### src/rtl/ysyx_22050039_lsu.sv
// ysyx_22050039_lsu -- multi-cycle load/store unit between execute and writeback.
//
// Accepts one request at a time from execute. It issues the request on an
// 8-byte-aligned valid/ready memory port and waits for the memory completion.
// It then returns either an extended load result or a store completion to
// writeback. Misaligned requests never reach memory. They come back at once
// with resp_err set.
//
// Ports
//   clk, rst          clock, asynchronous active-low reset
//   req_*             execute-side request (valid/ready, wen, addr, wdata,
//                     size, unsigned)
//   resp_*            writeback-side response (valid/ready, rdata, err)
//   mem_req_*         memory request (valid/ready, wen, addr, wdata, wmask)
//   mem_rvalid/rdata  memory completion: read data or write ack
//
// state | meaning
// ------+---------------------------------------------------------------
// IDLE  | ready for a request; latch it and check alignment
// REQ   | memory request presented, held until mem_req_ready
// WAIT  | request accepted by memory, waiting for mem_rvalid
// RESP  | result presented to writeback, held until resp_ready

module ysyx_22050039_lsu #(
  parameter int XLEN = 64
) (
  input  logic            clk,
  input  logic            rst,
  input  logic            req_valid,
  output logic            req_ready,
  input  logic            req_wen,
  input  logic [XLEN-1:0] req_addr,
  input  logic [XLEN-1:0] req_wdata,
  input  logic [1:0]      req_size,
  input  logic            req_unsigned,
  output logic            resp_valid,
  input  logic            resp_ready,
  output logic [XLEN-1:0] resp_rdata,
  output logic            resp_err,
  output logic            mem_req_valid,
  input  logic            mem_req_ready,
  output logic            mem_wen,
  output logic [XLEN-1:0] mem_addr,
  output logic [XLEN-1:0] mem_wdata,
  output logic [7:0]      mem_wmask,
  input  logic            mem_rvalid,
  input  logic [XLEN-1:0] mem_rdata
);

  typedef enum logic [1:0] {
    IDLE = 2'd0,
    REQ  = 2'd1,
    WAIT = 2'd2,
    RESP = 2'd3
  } state_e;

  state_e          state_q, state_d;
  logic [XLEN-1:0] addr_q, addr_d;
  logic [XLEN-1:0] wdata_q, wdata_d;
  logic [1:0]      size_q, size_d;
  logic            uns_q, uns_d;
  logic            wen_q, wen_d;
  logic [XLEN-1:0] rdata_q, rdata_d;
  logic            err_q, err_d;

  logic [2:0]      off;
  logic [7:0]      size_mask;
  logic            misaligned;
  logic [XLEN-1:0] shifted;
  logic [XLEN-1:0] load_ext;
  logic            sx;

  assign off = addr_q[2:0];

  always_comb begin
    misaligned = 1'b0;
    case (req_size)
      2'd1:    misaligned = req_addr[0];
      2'd2:    misaligned = |req_addr[1:0];
      2'd3:    misaligned = |req_addr[2:0];
      default: misaligned = 1'b0;
    endcase
  end

  always_comb begin
    size_mask = 8'h01;
    case (size_q)
      2'd0:    size_mask = 8'h01;
      2'd1:    size_mask = 8'h03;
      2'd2:    size_mask = 8'h0F;
      default: size_mask = 8'hFF;
    endcase
  end

  // Load extraction: bring the addressed lane down to bit 0, then extend.
  always_comb begin
    shifted  = mem_rdata >> {off, 3'b000};
    sx       = ~uns_q;
    load_ext = shifted;
    case (size_q)
      2'd0:    load_ext = {{56{sx & shifted[7]}},  shifted[7:0]};
      2'd1:    load_ext = {{48{sx & shifted[15]}}, shifted[15:0]};
      2'd2:    load_ext = {{32{sx & shifted[31]}}, shifted[31:0]};
      default: load_ext = shifted;
    endcase
  end

  always_comb begin
    state_d = state_q;
    addr_d  = addr_q;
    wdata_d = wdata_q;
    size_d  = size_q;
    uns_d   = uns_q;
    wen_d   = wen_q;
    rdata_d = rdata_q;
    err_d   = err_q;
    case (state_q)
      IDLE: begin
        if (req_valid) begin
          addr_d  = req_addr;
          wdata_d = req_wdata;
          size_d  = req_size;
          uns_d   = req_unsigned;
          wen_d   = req_wen;
          rdata_d = '0;
          err_d   = misaligned;
          state_d = misaligned ? RESP : REQ;
        end
      end
      REQ: begin
        if (mem_req_ready) state_d = WAIT;
      end
      WAIT: begin
        // mem_rvalid is only honoured here, so stray completions elsewhere drop.
        if (mem_rvalid) begin
          rdata_d = wen_q ? '0 : load_ext;
          state_d = RESP;
        end
      end
      RESP: begin
        if (resp_ready) begin
          rdata_d = '0;
          err_d   = 1'b0;
          state_d = IDLE;
        end
      end
      default: state_d = IDLE;
    endcase
  end

  always_ff @(posedge clk or negedge rst) begin
    if (!rst) begin
      state_q <= IDLE;
      addr_q  <= '0;
      wdata_q <= '0;
      size_q  <= '0;
      uns_q   <= 1'b0;
      wen_q   <= 1'b0;
      rdata_q <= '0;
      err_q   <= 1'b0;
    end else begin
      state_q <= state_d;
      addr_q  <= addr_d;
      wdata_q <= wdata_d;
      size_q  <= size_d;
      uns_q   <= uns_d;
      wen_q   <= wen_d;
      rdata_q <= rdata_d;
      err_q   <= err_d;
    end
  end

  // Every output comes from state and latched fields only.
  assign req_ready     = (state_q == IDLE);
  assign mem_req_valid = (state_q == REQ);
  assign resp_valid    = (state_q == RESP);
  assign resp_rdata    = rdata_q;
  assign resp_err      = err_q;
  assign mem_wen       = (state_q == REQ) & wen_q;
  assign mem_addr      = {addr_q[XLEN-1:3], 3'b000};
  assign mem_wdata     = wdata_q << {off, 3'b000};
  assign mem_wmask     = wen_q ? (size_mask << off) : 8'h00;

endmodule

### config.mk
export PLATFORM = sky130hd
export DESIGN_NAME = ysyx_22050039_lsu
export DESIGN_NICKNAME = d
export VERILOG_FILES = /design/src/rtl/ysyx_22050039_lsu.sv
export SDC_FILE = /design/constraint.sdc
export NUM_CORES = 1
export LEC_CHECK = 0
export BUFFER_PORTS_ARGS = -buffer_cell sky130_fd_sc_hd__buf_2
export CORE_MARGIN = 5
export CORE_UTILIZATION = 51
export DETAILED_ROUTE_END_ITERATION = 10
export PLACE_DENSITY = 0.81
export SETUP_SLACK_MARGIN = 0.2
export SYNTH_ARGS = -nofsm -noshare
export SYNTH_HDL_FRONTEND = slang
export SYNTH_SLANG_ARGS = --single-unit
### constraint.sdc
create_clock -name clk -period 3.3 [get_ports clk]
set_clock_uncertainty 0.2 [all_clocks]
set_input_delay 0 -clock clk [delete_from_list [all_inputs] [get_ports clk]]
set_output_delay 0 -clock clk [all_outputs]
set_load 0.02 [all_outputs]
Word level (Yosys, flattened, before mapping)
Index checks and enable logic that the tools add are counted.
{ "op_classes": {"bitwise": 5, "reduce_logical": 10, "n_eq_ne": 12, "mux": 18, "shift": 3} }
{ "ops": {"columns": ["cell", "count"], "rows": [
  ["$pmux W64 S3", 2],
  ["$mux W64", 4],
  ["$shl A64 B6 Y64", 1],
  ["$shr A64 B6 Y64", 1],
  ["$pmux W8 S3", 1],
  ["$eq A2 B2 Y1 const B", 5],
  ["$mux W2", 5],
  ["$mux W8", 1],
  ["$pmux W2 S4", 1],
  ["$reduce_and A4 Y1", 2],
  ["$shl A8 B3 Y8", 1],
  ["$eq A2 B1 Y1 const B", 3],
  ["$and A1 B1 Y1", 4],
  ["$logic_not A2 Y1", 2],
  ["$ne A2 B1 Y1 const B", 2],
  ["$ne A2 B2 Y1 const B", 2],
  ["$pmux W1 S3", 1],
  ["$reduce_and A3 Y1", 1],
  ["$reduce_bool A3 Y1", 1],
  ["$reduce_or A3 Y1", 1],
  ["$mux W1", 2],
  ["$pmux W1 S2", 1],
  ["$reduce_and A2 Y1", 1],
  ["$reduce_bool A2 Y1", 1],
  ["2 further kinds", 2]
]} }
{ "totals": {"out_inout_bits": 205, "ff_bits": 199, "elab_cells": 56} }

Longest topological paths before layout
Gate-level depths: netlist of run 1.
{ "depth": {"depth_word": 6, "ltp_mapped": 9} }

Worst setup path after synthesis of run 1
OpenSTA, ideal clock, no wires.
{ "synth_timing": {"path_type": "register to register", "start": "register state_q[0]", "end": "register rdata_q[30], in the netlist resp_rdata[30]", "path_stages_with_launch": 8, "synth_period_minus_slack_ns": 2.436, "n_path_buf": 2, "arrival_time_ns": 2.110, "setup_slack_ns": 0.864, "setup_time_ns": 0.126, "path_cell_list": "dfrtp_1 > inv_1 > ha_1 > nor2b_1 > or4_1 > buf_2 > buf_4 > a221o_1"} }
{ "synth_between": {"elab_chain_len": 3, "elab_cells_between_ends": 9} }
{ "synth_rtl": {"columns": ["element", "line_no", "text"], "rows": [
  ["from (decl)", "57", "state_e state_q, state_d;"],
  ["from (signal assigned)", "162", "state_q <= state_d;"],
  ["$logic_not A2 Y1 (*)", null, null],
  ["via req_ready", "30", "output logic req_ready,"],
  ["$ne A2 B2 Y1 (no line) or $reduce_bool A3 Y1 (tied branches)", null, null],
  ["$reduce_and A4 Y1 (no line)", null, null],
  ["to (signal assigned)", "168", "rdata_q <= rdata_d;"],
  ["to (decl)", "63", "logic [XLEN-1:0] rdata_q, rdata_d;"]
]} }
The timed path passes the listed nets; every way through them passes the cells marked *.
A chain may end at the register's enable or synchronous reset.

Final worst setup path of run 1
{ "layout_timing": {"start": "register addr_q[2]", "end": "register rdata_q[29], in the netlist resp_rdata[29]"} }
{ "layout_between": {"elab_chain_len": 6, "elab_cells_between_ends": 7} }
{ "layout_rtl": {"columns": ["element", "line_no", "text"], "rows": [
  ["from (decl)", "58", "logic [XLEN-1:0] addr_q, addr_d;"],
  ["from (signal assigned)", "163", "addr_q <= addr_d;"],
  ["$shr A64 B6 Y64 (*)", "97", "shifted = mem_rdata >> {off, 3'b000};"],
  ["$and A1 B1 Y1, on equally long branches", "102, 101", null],
  ["$pmux W64 S3 (*)", "100", "case (size_q)"],
  ["$mux W64 (*)", "136", "rdata_d = wen_q ? '0 : load_ext;"],
  ["$mux W64 (*)", "135", "if (mem_rvalid) begin"],
  ["$pmux W64 S3 (*)", "117", "case (state_q)"]
]} }
Every way passes the cells marked *; elsewhere a longest branch is shown, timed or not. The select of a mux whose other input is x is not followed.

==> metrics.md, run 1 <==
| Metric | Value |
|---|---|
| Run status | finished, final reports clean |
| Final setup TNS | 0 ns |
| Seq cells post-synth | 199 |
| Total track usage | 0.321 |
| # DRC | 0 |
| H-tree depth | 4 |
| DR vias | 11300 |
| FF+latch area | 4990 um2 |
| GRT overflow | 0 |
| Cell variety after synth | 50 |
| P_leak | 7.95 nW |
| Mapped Avg Cell Area | 11.0 um2 |
| Slew @ Worst Pin | 0.959 ns |
| Commonest non-fill, non-tap cell in the layout | buf_2 |
| WL/cell | 22.6 um |
| Post-layout minimum cycle time | 2.91 ns |
| Cell count after synthesis | 1078 |
| RSZ-0062 raised after global routing | no |
| Multi-input logic area | 5870 um2 |
| CTS root buffer | clkbuf_16 |
| Overall die height | 162 um |
| Max-slew headroom | 0.358 |
| Final setup viols | 0 |
| Ys async rst share | 1.00 |
| First-pass GRT wire length | 66.6 mm |
| 1st-pass router iterations | 5 |
| Core Region | 22800 um2 |
| Die area | 26400 um2 |
| Worst-path maximum fanout | 25 |
| Dominant synthesized flop cell | dfrtp_1 |
| Maximum VDD drop | 0.915 mV |
| CP Capture Type | flop |
| GP Congestion | 0.958 |
| Initial Util | 0.520 |
| Hold Vio Cnt, Final | 0 |
| Antenna violations before repair | 4 |
| Hold path start | mem_rdata[6] |
| Share of cells above drive strength 1 | 0.432 |
| CTS tree | yes |
| Final Cycle Share | 0.881 |
| I/O pin count | 407 |
| Final WL | 43.4 mm |
| Critical Path Start | addr_q[2] |
| Post-DP HPWL | 28.8 mm |
| Register area share after synthesis | 0.420 |
| Fin nets | 1794 |
| Largest net degree at the start of global routing | 67 |
| Worst r2r src | addr_q[2] |
| Final ANT Viol Nets | 0 |
| Via density | 5.87 |
| Crit Path Class | flop to flop |
| Layout Utilization | 0.718 |
| Worst EP required | 3.42 ns |
| Setup Buffers After CTS | 0 |
| Clock Latency Late Sink | 0.43 ns |
| Setup crit start kind | flop |
| Most frequent cells in the layout | buf_2 (402), dlygate4sd3_1 (209), dfrtp_1 (196) |
| Critical path arrival | 3.03 ns |
| Port Buf Inserts | 403 |
| Maxcap violations | 0 |
| Fmax | 344 MHz |
| Cell area after synthesis | 11900 um2 |
| Final Max Tran Viols | 0 |
| FILL cells | 1552 |
| Rows | 55 |
| CTS Buf Count | 17 |
| EDFF count, synth | 0 |
| CTS Buffer Depth | 2 |
| Die Wd | 162 um |
| DR iter-0 viols | 1034 |
| HP Class | input port to flop |
| Clock-pin slew on the worst setup and hold paths | 0.08 ns |
| Vias in the first global route | 12000 |
| Clk sink count | 199 |
| Power density cells | 1110 nW/um2 |
| Yosys warning count | 0 |
| Area delta synth->final | 38.0% |
-- state kept, by name, summed over array words and instances (netlist names) --
name        flops
addr_q         64
state_q         2
wen_q           1
wdata_q        64
resp_err        1
resp_rdata     64
size_q          2
uns_q           1
-- final cells by class --
type,count,share of cell area
inverter,8,0.00184
clock buffer,17,0.0260
multi-input combinational,722,0.359
tap,313,0.0239
antenna,4,0.000612
sequential,199,0.305
timing repair buffer,639,0.270
clock inverter,15,0.0138
-- per-stage QoR --
stage / setup slack (ns) / hold WS [ns] / std cells / total power, mW / area, um2
final: 0.394 / 0.0133 / 1917 / 18.1 / 16400
after global routing: 0.235 / 0.00825 / 1917 / 19.1 / 16400
after CTS: 0.385 / 0.00324 / 1913 / 17.8 / 16400
after detailed placement: 0.477 / -0.202 / 1671 / 15.2 / 13600
after global placement: 0.579 / -0.201 / 1671 / 14.9 / 13600
after floorplan: 0.864 / -0.496 / 1080 / 12.5 / 11900
-- worst paths after layout --
path / end / cells after the start / slack, ns
worst max-delay path: resp_rdata[29] / 7 / 0.39
worst min-delay path: resp_rdata[6] / 4 / 0.01
worst max register to register: resp_rdata[29] / 7 / 0.39
worst min register to register: resp_rdata[50] / 2 / 0.28
max in group asynchronous: addr_q[0] / 4 / 1.89
min in group asynchronous: addr_q[44] / 4 / 0.49
-- worst max-delay path, stage by stage (launching register included) --
cell	delay [ns]
dfrtp_2	0.53
buf_4	0.39
mux2i_1	0.36
nor2_1	0.11
a21oi_1	0.18
o22ai_1	0.10
dlygate4sd3_1	0.57
a221o_1	0.32
-- cells in the mapped netlist (7+ instances only) --
| library cell | instances | area share |
|---|---|---|
| o31ai_1 | 11 | 0.0070 |
| buf_6 | 13 | 0.012 |
| dfrtp_1 | 199 | 0.42 |
| nand2_1 | 98 | 0.031 |
| o21ai_1 | 9 | 0.0038 |
| a221o_1 | 15 | 0.013 |
| mux4_2 | 30 | 0.057 |
| o21ai_2 | 20 | 0.015 |
| mux2i_1 | 74 | 0.062 |
| nor2_1 | 65 | 0.021 |
| inv_1 | 8 | 0.0025 |
| clkbuf_1 | 37 | 0.012 |
| and2_1 | 20 | 0.011 |
| buf_2 | 17 | 0.0072 |
| buf_1 | 9 | 0.0028 |
| a211o_1 | 8 | 0.0059 |
| o22ai_1 | 29 | 0.015 |
| a21oi_1 | 47 | 0.020 |
| o221ai_1 | 7 | 0.0052 |
| and3_1 | 8 | 0.0042 |
| o21ai_0 | 55 | 0.023 |
| mux2_2 | 166 | 0.16 |
| buf_4 | 72 | 0.046 |
-- routing by layer --
metal,global-route usage,share of wire
met5,0,0
met4,0.167,0.054
met2,0.555,0.50
met1,0.370,0.35
met3,0.0757,0.088
-- report_power, final --
part / internal, mW / switching (mW) / leakage (nW) / total [mW]
registers: 3.64 / 1.14 / 2.47 / 4.78
logic: 4.53 / 6.53 / 5.17 / 11.1
clock network: 1.08 / 1.20 / 0.313 / 2.28
-- repair_timing --
action / 4_1_cts / 5_1_grt
gates resized for setup: 1 / 0
hold endpoints to repair: 382 / 0
setup endpoints to repair: 1 / 0
hold buffers: 210 / 0
-- cells by family after synthesis --
logic type,count (synthesis),share of synthesized area
buffers and inverters,159,0.0860
DFF,199,0.420
other,1,0.000316
AOI/OAI and AO/OA,232,0.131
muxes,270,0.277
and+or+nand+nor,212,0.0805
adders and majority gates,5,0.00528
Note: power is estimated with default switching activity, not from simulation.
==> run 2, diff against run 1 <==
--- a/config.mk
+++ b/config.mk
@@ -6,10 +6,10 @@
 export NUM_CORES = 1
 export LEC_CHECK = 0
 export BUFFER_PORTS_ARGS = -buffer_cell sky130_fd_sc_hd__buf_2
-export CORE_MARGIN = 5
-export CORE_UTILIZATION = 51
+export CORE_AREA = 2 2 159 161
 export DETAILED_ROUTE_END_ITERATION = 10
-export PLACE_DENSITY = 0.81
+export DIE_AREA = 0 0 161 163
+export PLACE_DENSITY = 0.78
 export SETUP_SLACK_MARGIN = 0.2
 export SYNTH_ARGS = -nofsm -noshare
 export SYNTH_HDL_FRONTEND = slang
==> constraint.sdc (replaced) <==
create_clock -name clk -period 3.65 [get_ports clk]
set_clock_uncertainty 0.2 [all_clocks]
set_input_delay 0 -clock clk [delete_from_list [all_inputs] [get_ports clk]]
set_output_delay 0 -clock clk [all_outputs]
set_load 0.02 [all_outputs]
==> metrics.md, run 2 (same netlist as run 1, synthesis figures left out) <==
| Metric | Value |
|---|---|
| Hold Vio Cnt, Final | 0 (unchanged) |
| Slew @ Worst Pin | 1.02 ns (+0.0657 ns) |
| Initial Util | 0.480 (-0.0400) |
| Critical path depth | 6 (-1) |
| Critical path arrival | 3.41 ns (+0.38 ns) |
| Post-cts sizing count | 0 (-1) |
| DR vias | 11100 (-1.7%) |
| CTS Buffer Depth | 2 (unchanged) |
| Max-slew headroom | 0.317 (-0.0414) |
| CTS tree | yes |
| Layout Utilization | 0.664 (-0.0547) |
| Final WL | 41.8 mm (-3.8%) |
| Clk sink count | 199 (unchanged) |
| Most common cell on crit path | dlygate4sd3_1 |
| Pre-CTS WS | 0.809 ns (+0.331 ns) |
| CP top delay family | buffers and inverters |
| Final Max Tran Viols | 0 (unchanged) |
| CTS Buf Count | 17 (unchanged) |
| HP Class | input port to flop |
| Critical Path Start | addr_q[2] |
| CP Buf/Inv Count | 2 (unchanged) |
| FILL cells | 1814 (+17%) |
| Run status | finished, final reports clean |
| Worst r2r src | addr_q[2] |
| Maxcap violations | 0 (unchanged) |
| Rows | 58 (+5.5%) |
| Worst-path maximum fanout | 33 (+32%) |
| Most frequent cells in the layout | buf_2 (402), dlygate4sd3_1 (214), dfrtp_1 (196) |
| Fmax | 304 MHz (-12%) |
| GP Congestion | 0.942 (-1.7%) |
| Overall die height | 163 um (+0.33%) |
| Commonest non-fill, non-tap cell in the layout | buf_2 |
| R2R Setup Slk | 0.36 ns (-0.03 ns) |
| H-tree depth | 4 (unchanged) |
| Largest net degree at the start of global routing | 125 (+87%) |
| Fin nets | 1797 (+0.17%) |
| 1st-pass router iterations | 5 (unchanged) |
| Post-layout minimum cycle time | 3.29 ns (+0.383 ns) |
| Setup ws final | 0.361 ns (-0.0326 ns) |
| Core Region | 24700 um2 (+8.3%) |
| Antenna violations before repair | 2 (-2) |
| I/O pin count | 407 (unchanged) |
| P_leak | 7.95 nW (about the same) |
| Post-DP HPWL | 27.6 mm (-4.2%) |
| Hold slack | 0.0307 ns (+0.0174 ns) |
| Area delta synth->final | 38.1% (about the same) |
| FF-to-FF End | resp_rdata[22] |
| Die area | 26200 um2 (-0.58%) |
| CP max stage cell | dfrtp_2 |
| Setup crit start kind | flop |
| Port Buf Inserts | 403 (unchanged) |
| RSZ-0062 raised after global routing | no |
| CTS root buffer | clkbuf_16 |
| Final setup viols | 0 (unchanged) |
| Via density | 5.72 (-2.6%) |
| Die Wd | 161 um (-0.90%) |
| Clock Latency Late Sink | 0.44 ns (about the same) |
| Clock-pin slew on the worst setup and hold paths | 0.09 ns (about the same) |
| # DRC | 0 (unchanged) |
| Final ANT Viol Nets | 0 (unchanged) |
| WL/cell | 21.6 um (-4.7%) |
| Total track usage | 0.310 (-0.0110) |
| Worst EP required | 3.77 ns (+0.35 ns) |
| GRT overflow | 0 (unchanged) |
| CP Capture Point | resp_rdata[22] |
| DR iter-0 viols | 862 (-17%) |
| FF-to-FF path depth | 6 (-1) |
| Final Cycle Share | 0.901 (+0.0204) |
| Crit Path Class | flop to flop |
| Power density cells | 998 nW/um2 (-9.9%) |
| First-pass GRT wire length | 62.9 mm (-5.6%) |
| Maximum VDD drop | 0.678 mV (-26%) |
| CP Capture Type | flop |
| Final setup TNS | 0 ns (unchanged) |
| Share of cells above drive strength 1 | 0.430 (-0.00143) |
| Vias in the first global route | 11400 (-5.6%) |
| Worst-path cell chain | mux2_2 > dlygate4sd3_1 > nand2_1 > o221ai_1 > dlygate4sd3_1 > a221o_1 |
| CP max stage delay | 0.87 ns (+0.30 ns) |
## run 2: cell count changes in the layout (fill, tap and decap cells not counted), sizes merged
cell	previous run	this run
diode	4	2
inv	17	18
clkinv	6	5
dlygate4sd3	209	214
buf	429	427
## run 2: what timing repair did
item / in CTS / in global routing
endpoints found under the hold margin: 308 / 0
setup buffers: 0 / 1
endpoints found under the setup margin: 0 / 4
hold buffers: 214 / 0
## run 2: area by class of cell
class,count,area (um2),area share
multi-input cells,722,5870,0.359
flip-flops and latches,199,4990,0.305
repair buffers,642,4420,0.270
clock buffers,17,425,0.0260
well taps,330,413,0.0252
clock inverters,15,220,0.0134
inverters,8,30.0,0.00183
diodes,2,5.00,0.000306
## run 2: routing by layer
| metal | GRT usage | up-vias | wire length [um] | part of all wire |
|---|---|---|---|---|
| met1 | 0.365 | 5427 | 15300 | 0.37 |
| met4 | 0.164 | 0 | 2130 | 0.051 |
| met5 | 0 | - | 0 | 0 |
| met3 | 0.0598 | 121 | 3140 | 0.075 |
| li1 | - | 4859 | - | - |
| met2 | 0.538 | 659 | 21200 | 0.51 |
## run 2: tightest hold or removal path, stage by stage
cell and delay (ns):
buf_2 0.10, mux4_2 0.21, and2_1 0.12, o21ba_1 0.12, a211o_1 0.09
## run 2: per-stage QoR
stage	power, mW	instances	area [um2]
final	16.3	1935	16400
after global routing	17.2	1934	16400
after CTS	16.1	1932	16300
after global placement	13.4	1686	13600
after detailed placement	13.6	1686	13600
after floorplan	11.3	1080	11900
## run 2: worst min-delay path by stage
stage / from / endpoint / slack (ns) / cells past startpoint
after floorplan: rst / addr_q[0] / -0.50 / 0
after global placement: req_addr[9] / addr_q[9] / 0.03 / 2
after detailed placement: rst / resp_rdata[37] / 0.04 / 1
after CTS: mem_rdata[9] / resp_rdata[9] / 0.003 / 5
after global routing: mem_rdata[42] / resp_rdata[18] / 0.02 / 4
final: mem_rdata[9] / resp_rdata[9] / 0.03 / 5
## run 2: report_power, final
group	internal (mW)	leakage [nW]	switching, mW	total (mW)
Sequential	3.29	2.47	1.06	4.34
Combinational	4.18	5.17	5.77	9.95
Clock	0.974	0.310	1.08	2.05
==> run 3, diff against run 2 <==
--- a/config.mk
+++ b/config.mk
@@ -6,10 +6,9 @@
 export NUM_CORES = 1
 export LEC_CHECK = 0
 export BUFFER_PORTS_ARGS = -buffer_cell sky130_fd_sc_hd__buf_2
-export CORE_AREA = 2 2 159 161
+export CORE_UTILIZATION = 46
 export DETAILED_ROUTE_END_ITERATION = 10
-export DIE_AREA = 0 0 161 163
-export PLACE_DENSITY = 0.78
+export PLACE_DENSITY = 0.77
 export SETUP_SLACK_MARGIN = 0.2
 export SYNTH_ARGS = -nofsm -noshare
 export SYNTH_HDL_FRONTEND = slang
==> constraint.sdc (replaced) <==
create_clock -name clk -period 3 [get_ports clk]
set_clock_uncertainty 0.2 [all_clocks]
set_input_delay 0.3 -clock clk [delete_from_list [all_inputs] [get_ports clk]]
set_output_delay 0.3 -clock clk [all_outputs]
set_load 0.02 [all_outputs]
==> metrics.md, run 3 (same netlist as run 1, synthesis figures left out) <==
| Metric | Value |
|---|---|
| Slew @ Worst Pin | 0.779 ns (-0.246 ns) |
| Hold slack | 0.0371 ns (+0.00638 ns) |
| CP Buf/Inv Count | 2 (unchanged) |
| Pre-CTS WS | 0.367 ns (-0.442 ns) |
| CP max stage cell | dfrtp_4 |
| Rows | 58 (unchanged) |
| 1st-pass router iterations | 5 (unchanged) |
| Final Cycle Share | 0.912 |
| Final setup viols | 0 (unchanged) |
| CTS Buffer Depth | 2 (unchanged) |
| DR iter-0 viols | 1011 (+17%) |
| Crit Path Class | flop to output port |
| Share of cells above drive strength 1 | 0.458 (+0.0272) |
| Clock Latency Late Sink | 0.43 ns (about the same) |
| FILL cells | 2029 (+12%) |
| Initial Util | 0.469 (-0.0110) |
| Fin nets | 1728 (-3.8%) |
| GP Congestion | 0.953 (+1.1%) |
| Clock power share | 0.121 (-0.004) |
| DR vias | 10800 (-2.7%) |
| Final setup TNS | 0 ns (unchanged) |
| Largest net degree at the start of global routing | 65 (-48%) |
| Area delta synth->final | 32.9% |
| Power density cells | 1250 nW/um2 (+25%) |
| Post-DP HPWL | 27.5 mm (-0.34%) |
| Commonest non-fill, non-tap cell in the layout | buf_2 |
| CP Capture Type | output port |
| Overall die height | 163 um (-0.29%) |
| Setup crit start kind | flop |
| CTS tree | yes |
| Max-slew headroom | 0.467 (+0.151) |
| Post-layout minimum cycle time | 2.74 ns |
| Combinational share of power | 0.617 (+0.008) |
| Maximum VDD drop | 1.11 mV (+64%) |
| # DRC | 0 (unchanged) |
| Sw frac | 0.484 (+0.000829) |
| Final WL | 40.8 mm (-2.3%) |
| Maxcap violations | 0 (unchanged) |
| Antenna violations before repair | 6 (+4) |
| CTS root buffer | clkbuf_16 |
| Total track usage | 0.300 (-0.00930) |
| Clock-pin slew on the worst setup and hold paths | 0.08 ns (about the same) |
| CP top delay family | flip-flops |
| Sw Pwr | 9.53 mW (+21%) |
| Final Max Tran Viols | 0 (unchanged) |
| I/O pin count | 407 (unchanged) |
| Critical path arrival | 2.24 ns (-1.17 ns) |
| Die Wd | 163 um (+0.95%) |
| Most frequent cells in the layout | buf_2 (402), dfrtp_1 (196), mux2_2 (166) |
| First-pass GRT wire length | 60.6 mm (-3.7%) |
| Port Buf Inserts | 403 (unchanged) |
| CTS Buf Count | 17 (unchanged) |
| H-tree depth | 4 (unchanged) |
| R2R Setup Slk | 0.33 ns (-0.03 ns) |
| GRT overflow | 0 (unchanged) |
| Worst-path maximum fanout | 14 (-58%) |
| Clk sink count | 199 (unchanged) |
| Final ANT Viol Nets | 0 (unchanged) |
| Setup ws final | 0.264 ns (-0.0975 ns) |
| Run status | finished, final reports clean |
| RSZ-0062 raised after global routing | yes |
| Die area | 26400 um2 (+0.67%) |
| Vias in the first global route | 10800 (-4.7%) |
| Hold Vio Cnt, Final | 0 (unchanged) |
| Worst EP required | 2.50 ns (-1.27 ns) |
| HP Class | input port to flop |
| CP max stage delay | 0.56 ns (-0.31 ns) |
| Sequential share of power | 0.262 (-0.004) |
| Core Region | 25300 um2 (+2.4%) |
| Worst-path cell chain | nor2b_1 > buf_4 > a21oi_1 > o21ai_0 > buf_2 |
| Via density | 5.75 (+0.60%) |
| Total power | 19.7 mW (+20%) |
| WL/cell | 21.8 um (+0.94%) |
| Int Power | 10.1 mW (+20%) |
| P_leak | 7.70 nW (-3.2%) |
| Fmax | 365 MHz |
run 3: repair_timing:
action	4_1_cts	5_1_grt
hold endpoints to repair	186	0
hold buffers	133	0
gates resized for setup	4	4
setup buffers	3	2
setup endpoints to repair	37	20
gates cloned	0	2
run 3: final timing paths:
check | startpoint | endpoint | depth (start not counted)
setup / recovery | addr_q[1] | mem_wdata[49] | 5
hold / removal | mem_rdata[63] | resp_rdata[63] | 3
setup reg to reg | addr_q[0] | resp_rdata[22] | 6
hold reg to reg | resp_rdata[52] | resp_rdata[52] | 2
max in group asynchronous | rst | wdata_q[11] | 3
min in group asynchronous | rst | resp_rdata[58] | 2
run 3: final cells by class:
type	count	area (um2)	share of cell area
Tap cell	330	413	0.0262
Clock inverter	15	178	0.0113
Clock buffer	17	425	0.0270
Antenna cell	8	20.0	0.00127
Sequential cell	199	4990	0.317
Inverter	8	30.0	0.00191
Timing Repair Buffer	573	3820	0.242
Multi-Input combinational cell	722	5880	0.373
run 3: power by group through the flow:
stage / sequential (mW) / clock (mW) / combinational, mW
after detailed placement: 5.19 / 0 / 11.5
after floorplan: 5.15 / 0 / 8.59
final: 5.16 / 2.38 / 12.1
after global placement: 5.14 / 0 / 11.3
after CTS: 5.11 / 2.42 / 11.8
after global routing: 5.31 / 2.52 / 12.9
run 3: metal layers:
layer	vias up	routed length [um]	track usage	share of wire
met5	-	0	0	0
met3	107	3550	0.0698	0.087
met1	5256	15300	0.354	0.37
met4	0	1450	0.130	0.035
met2	667	20500	0.522	0.50
li1	4740	-	-	-
run 3: tightest hold or removal path: cells and delay by family:
family                 cells  cell delay, ns
AO/OA/AOI/OAI              2            0.20
buffers and inverters      1            0.13
run 3: through the flow:
step | std cells | area [um2] | util
after floorplan | 1080 | 11900 | -
after global placement | 1692 | 13700 | 0.541
after detailed placement | 1692 | 13700 | 0.541
after CTS | 1860 | 15600 | 0.620
after global routing | 1870 | 15800 | 0.624
final | 1872 | 15800 | 0.624
